<file path="src/rtl/mem_access_unit.sv">
// MEM-stage data-memory access unit. Takes the EX/MEM load/store request,
// runs it on a req/gnt/rvalid data bus, builds byte enables and store lane
// replication, formats load data and holds the pipeline until completion.
module mem_access_unit #(
  parameter int unsigned TIMEOUT_CYC = 255
) (
  input  logic        clk,
  input  logic        rstn,
  input  logic        mem_rd_in,
  input  logic        mem_wr_in,
  input  logic [2:0]  mem_op_in,
  input  logic [31:0] addr_in,
  input  logic [31:0] wdata_in,
  output logic        stall_out,
  output logic [31:0] load_data_out,
  output logic        load_valid_out,
  output logic        misalign_out,
  output logic        bus_err_out,
  output logic        dbus_req,
  output logic        dbus_we,
  output logic [31:0] dbus_addr,
  output logic [3:0]  dbus_be,
  output logic [31:0] dbus_wdata,
  input  logic        dbus_gnt,
  input  logic        dbus_rvalid,
  input  logic [31:0] dbus_rdata,
  input  logic        dbus_err
);

  typedef enum logic [1:0] {IDLE, REQ, RSP, DONE} state_t;

  // Last RSP cycle index before the access is declared timed out.
  localparam logic [7:0] CNT_LAST = 8'(TIMEOUT_CYC - 1);

  state_t      state, state_nxt;
  logic        access, misaligned, start, timeout;
  logic [3:0]  be_fmt;
  logic [31:0] wdata_fmt;
  logic [7:0]  rd_byte;
  logic [15:0] rd_half;
  logic [31:0] rdata_fmt;

  // Captured access, held stable for the whole bus transaction.
  logic        we_q;
  logic [1:0]  lo_q;
  logic [2:0]  op_q;
  logic [31:0] addr_q;
  logic [3:0]  be_q;
  logic [31:0] wdata_q;
  logic [7:0]  cnt_q;
  logic        err_q;
  logic [31:0] load_data_q;

  // Decode the incoming request; reset gates it so nothing input-driven
  // (stall, misalign) can assert while rstn is low.
  always_comb begin
    // NOTE: every combinational output gets a default before the case so no path infers a latch.
    access     = rstn & (mem_rd_in | mem_wr_in);
    misaligned = 1'b0;
    case (mem_op_in)
      3'b000, 3'b100: misaligned = 1'b0;
      3'b001, 3'b101: misaligned = addr_in[0];
      3'b010:         misaligned = |addr_in[1:0];
      default:        misaligned = 1'b1;   // reserved op is rejected like a misalignment
    endcase
    start = access & ~misaligned;
  end

  // Store formatting: byte enables and lane replication by access size.
  always_comb begin
    be_fmt    = 4'b1111;
    wdata_fmt = wdata_in;
    case (mem_op_in[1:0])
      2'b00: begin
        be_fmt    = 4'b0001 << addr_in[1:0];
        wdata_fmt = {4{wdata_in[7:0]}};
      end
      2'b01: begin
        be_fmt    = addr_in[1] ? 4'b1100 : 4'b0011;
        wdata_fmt = {2{wdata_in[15:0]}};
      end
      default: ;
    endcase
  end

  // Load formatting: pick the lane from the captured offset, then extend.
  always_comb begin
    case (lo_q)
      2'd0:    rd_byte = dbus_rdata[7:0];
      2'd1:    rd_byte = dbus_rdata[15:8];
      2'd2:    rd_byte = dbus_rdata[23:16];
      default: rd_byte = dbus_rdata[31:24];
    endcase
    rd_half = lo_q[1] ? dbus_rdata[31:16] : dbus_rdata[15:0];
    case (op_q)
      3'b000:  rdata_fmt = {{24{rd_byte[7]}}, rd_byte};
      3'b100:  rdata_fmt = {24'd0, rd_byte};
      3'b001:  rdata_fmt = {{16{rd_half[15]}}, rd_half};
      3'b101:  rdata_fmt = {16'd0, rd_half};
      default: rdata_fmt = dbus_rdata;
    endcase
  end

  assign timeout = (cnt_q == CNT_LAST);

  // State register; asynchronous reset aborts any access in flight.
  always_ff @(posedge clk or negedge rstn) begin
    // NOTE: sequential state uses non-blocking assignments so all flops update together at the edge.
    if (!rstn) state <= IDLE;
    else       state <= state_nxt;
  end

  // Next-state logic.
  always_comb begin
    state_nxt = state;
    case (state)
      IDLE:    if (start) state_nxt = REQ;
      REQ:     if (dbus_gnt) state_nxt = RSP;
      RSP:     if (dbus_rvalid || timeout) state_nxt = DONE;
      DONE:    state_nxt = IDLE;
      default: state_nxt = IDLE;
    endcase
  end

  // Per-state control outputs.
  always_comb begin
    stall_out      = 1'b0;
    misalign_out   = 1'b0;
    dbus_req       = 1'b0;
    bus_err_out    = 1'b0;
    load_valid_out = 1'b0;
    case (state)
      IDLE: begin
        stall_out    = start;
        misalign_out = access & misaligned;
      end
      REQ: begin
        stall_out = 1'b1;
        dbus_req  = 1'b1;
      end
      RSP:  stall_out = 1'b1;
      DONE: begin
        bus_err_out    = err_q;
        load_valid_out = ~we_q & ~err_q;
      end
      default: ;
    endcase
  end

  // Bus fields are only presented while the request is up.
  assign dbus_we       = dbus_req & we_q;
  assign dbus_addr     = dbus_req ? addr_q  : 32'd0;
  assign dbus_be       = dbus_req ? be_q    : 4'd0;
  assign dbus_wdata    = dbus_req ? wdata_q : 32'd0;
  assign load_data_out = load_data_q;

  // Access capture, timeout counter, error flag and load result register.
  always_ff @(posedge clk or negedge rstn) begin
    if (!rstn) begin
      we_q        <= 1'b0;
      lo_q        <= 2'd0;
      op_q        <= 3'd0;
      addr_q      <= 32'd0;
      be_q        <= 4'd0;
      wdata_q     <= 32'd0;
      cnt_q       <= 8'd0;
      err_q       <= 1'b0;
      load_data_q <= 32'd0;
    end else begin
      case (state)
        IDLE: if (start) begin
          we_q    <= mem_wr_in;           // write wins when both requests are set
          lo_q    <= addr_in[1:0];
          op_q    <= mem_op_in;
          addr_q  <= {addr_in[31:2], 2'b00};
          be_q    <= be_fmt;
          wdata_q <= wdata_fmt;
          err_q   <= 1'b0;
        end
        REQ: if (dbus_gnt) cnt_q <= 8'd0;
        RSP: begin
          cnt_q <= cnt_q + 8'd1;
          if (dbus_rvalid) begin
            err_q <= dbus_err;
            if (dbus_err)   load_data_q <= 32'd0;   // failed access never exposes data
            else if (!we_q) load_data_q <= rdata_fmt;
          end else if (timeout) begin
            err_q       <= 1'b1;
            load_data_q <= 32'd0;
          end
        end
        default: ;
      endcase
    end
  end

endmodule
</file>
<file path="config.mk">
export PLATFORM = sky130hd
export DESIGN_NAME = mem_access_unit
export DESIGN_NICKNAME = d
export VERILOG_FILES = /design/src/rtl/mem_access_unit.sv
export SDC_FILE = /design/constraint.sdc
export NUM_CORES = 1
export LEC_CHECK = 0
export CAP_MARGIN = 20
export CORE_AREA = 4 4 105 127
export CTS_BUF_LIST = sky130_fd_sc_hd__clkbuf_8
export DETAILED_ROUTE_END_ITERATION = 8
export DIE_AREA = 0 0 109 131
export MAX_ROUTING_LAYER = met4
export PLACE_DENSITY = 0.85
export SYNTH_ARGS = -nofsm -noshare
export SYNTH_HDL_FRONTEND = slang
export SYNTH_SLANG_ARGS = --single-unit
</file>
<file path="constraint.sdc">
create_clock -name clk -period 5.4 [get_ports clk]
set_input_delay 1.08 -clock clk [delete_from_list [all_inputs] [get_ports clk]]
set_output_delay 1.08 -clock clk [all_outputs]
set_load 0.02 [all_outputs]
</file>
==> flow_metrics.tcl <==
set metrics [dict create \
    power_uw 4484 \
    syn-cell-area_sq_mm 0.006028 \
    viasPerCell 5.441 \
    avgSynthCellArea_sq_um 11.02 \
    ys.warnings.count 0 \
    dieHeight_um 131 \
    routed.top_layer "met4" \
    hold_slack_ps 481.5 \
    grt_pass1_wl_mm 26.93 \
    die_w_um 109 \
    diodes 0 \
    outcome "finished, final reports clean" \
    wl_met1_mm 6.890 \
    hpwl_mm 12.83 \
    clockBufferDepth 2 \
    drive_gt1_frac 0.1331 \
    grtUsageTotal 0.2555 \
    cp_common_cell "clkdlybuf4s50_1" \
    synth_edf_count 0 \
    cts_buffers 17 \
    drc 0 \
    synth.most_common_cell "dfrtp_1" \
    ff2ff_path_depth 6 \
    ant_nets 0 \
    hp-start "wdata_q[14]" \
    synth_top_flop_cell "dfrtp_1" \
    wl_met3_mm 1.423 \
    p_leak_uw 0.003876 \
    reg2reg_to "addr_q[30]" \
    synth_cells 547 \
    antenna_found_initial 0 \
    fin_crit_ps 4627 \
    final.fill_count 828 \
    syn2layout_area_growth_pct 44.00 \
    overflow 0 \
    setup_viol 0 \
    async_reset_ff_frac 1.000 \
    fin_nets 859 \
    htreeDepth 4 \
    vias 5006 \
    core.rowCount 44 \
    path_max_fanout 15 \
    synth_common_cells "dfrtp_1, and2_1, nand2_1, mux2_4, mux2i_1" \
    start_util 0.5000 \
    dieArea_sq_mm 0.01428 \
    grt_max_degree 89 \
    worst_slack_ps 773.3 \
    fin_crit_sh 0.8568 \
    utilization 0.7200 \
    rsz0062_at_grt "no" \
    core_sq_mm 0.01206 \
    wl_met2_mm 8.649 \
    ys_ff_latch 115 \
    hold_buffers 0 \
    clkSlewWorstSetupHoldPaths_ps 70 \
    crit_required_ps 4320 \
    yosys.area.top_type "dfrtp_1" \
    post-cts-setup-buffers 0 \
    worstHoldPathCells 2 \
    critical_path.cell_chain "clkdlybuf4s50_1 > or4_1 > a211o_4 > a21oi_1 > clkdlybuf4s50_1" \
    min_path_type "reg -> reg" \
    synth.distinct_cells 46 \
    numPortBuffers 209 \
    drt_iter0_drc 278 \
    drtPass1Iterations 5 \
    r2r_start "state[0]" \
    fin_skew_ps 9.087 \
    min_to "wdata_q[14]" \
    end_kind "output pin" \
    cp-start-kind "input port" \
    slowest_delay_ps 650 \
    cts_resized 0 \
    hold_viol 0 \
    finalSetupTns_ps 0 \
    routed_wire_length_per_instance_um 19.09 \
    seq_area_frac_synth 0.4774 \
    drv_cap 0 \
    crit_type "in -> out" \
    pin_count 212 \
    slew_headroom 0.2813 \
    synth.area.top_cells "dfrtp_1, mux2_4, and2_1" \
    synth.top_cell.area_share 0.4774 \
    vdd_drop_max_mv 0.2675 \
    crit_path_start "addr_in[1]" \
    place_congestion 0.8826 \
    cp_slowest_cell "or4_1" \
    cts_num_sinks 115 \
    clock_latency_ps 440 \
    max_slew.worst_pin.slew_ps 1078 \
    wirelength_mm 17.57 \
    cts_tree "built" \
    grt_pass1_vias 5287 \
    cts_root_buf "clkbuf_8" \
    max_freq_mhz 216.1 \
    dp_slack_ps 784.2 \
    p_per_area_mw_per_mm2 516.6 \
    worstPathArrival_ps 3550 \
    reg2reg_slack_ps 2770 \
    slew_violations 0 \
]
-- placed cells by master (no fill, tap or decap), types with 4 or more instances in the layout --
master	netlist	final
o21ai_0	29	29
a221o_1	16	16
nor2b_1	4	4
nand2_1	49	49
o311a_1	7	7
mux2i_1	37	37
and2_1	69	69
nor2_1	16	16
nand3_1	4	4
o21ai_1	9	9
ha_1	7	6
buf_4	3	9
dfrtp_1	115	115
nand2b_1	14	14
mux2_2	13	13
a32o_1	8	8
clkinvlp_4	0	4
inv_1	16	16
clkdlybuf4s50_1	0	208
clkbuf_8	0	18
bufinv_16	0	4
mux2_4	40	40
a21oi_1	20	20
o221ai_1	8	7
-- flip-flops by register name, indices dropped and copies added (netlist names) --
register       count
wdata_q           32
lo_q               2
state              2
we_q               1
op_q               3
load_data_out     32
be_q               4
addr_q            30
err_q              1
cnt_q              8
-- stage by stage --
| step | std cells | instance area (sq um) |
|---|---|---|
| global placement | 887 | 8210 |
| detailed placement | 887 | 8210 |
| floorplan | 548 | 6032 |
| finish | 920 | 8681 |
| global route | 920 | 8681 |
| CTS | 919 | 8661 |
-- critical path, delay by kind of cell --
kind                   cells  cell delay [ps]
AO/OA/AOI/OAI              2              680
buffers and inverters      2             1130
AND/OR/NAND/NOR            1              650
-- logic make-up after synthesis --
group | synth area share
fa+ha+maj | 0.01453
compound gates | 0.1268
other cells | 0.0006221
simple gates | 0.1472
flops | 0.4774
xor+xnor | 0.002906
mux | 0.1891
buf+inv | 0.04151
-- power breakdown --
group	switching [uW]	total (uW)	internal, uW
clock	384	905	521
sequential	274	1500	1230
combinational	1000	2080	1070
-- layer usage --
layer / vias to the layer above / global-route usage
met5: - / -
met4: 0 / 0.1189
met3: 39 / 0.06978
met2: 245 / 0.4093
met1: 2403 / 0.2991
li1: 2319 / -
-- worst max path at each step --
stage | slack, ps | cells after the start | endpoint
finish | 770 | 5 | stall_out
global route | 720 | 5 | stall_out
CTS | 780 | 5 | stall_out
detailed placement | 780 | 5 | stall_out
global placement | 820 | 5 | stall_out
floorplan | 1640 | 5 | stall_out
-- layout make-up --
| cell class | instances | area, sq um | area share |
|---|---|---|---|
| multi-input cells | 378 | 2922 | 0.3366 |
| inverters | 16 | 60.06 | 0.006918 |
| repair buffers | 218 | 2170 | 0.2499 |
| well taps | 161 | 201.4 | 0.02321 |
| clock buffers | 18 | 247.7 | 0.02854 |
| flip-flops and latches | 115 | 2878 | 0.3315 |
| clock inverters | 14 | 202.7 | 0.02335 |
(Power assumes the default switching activity.)
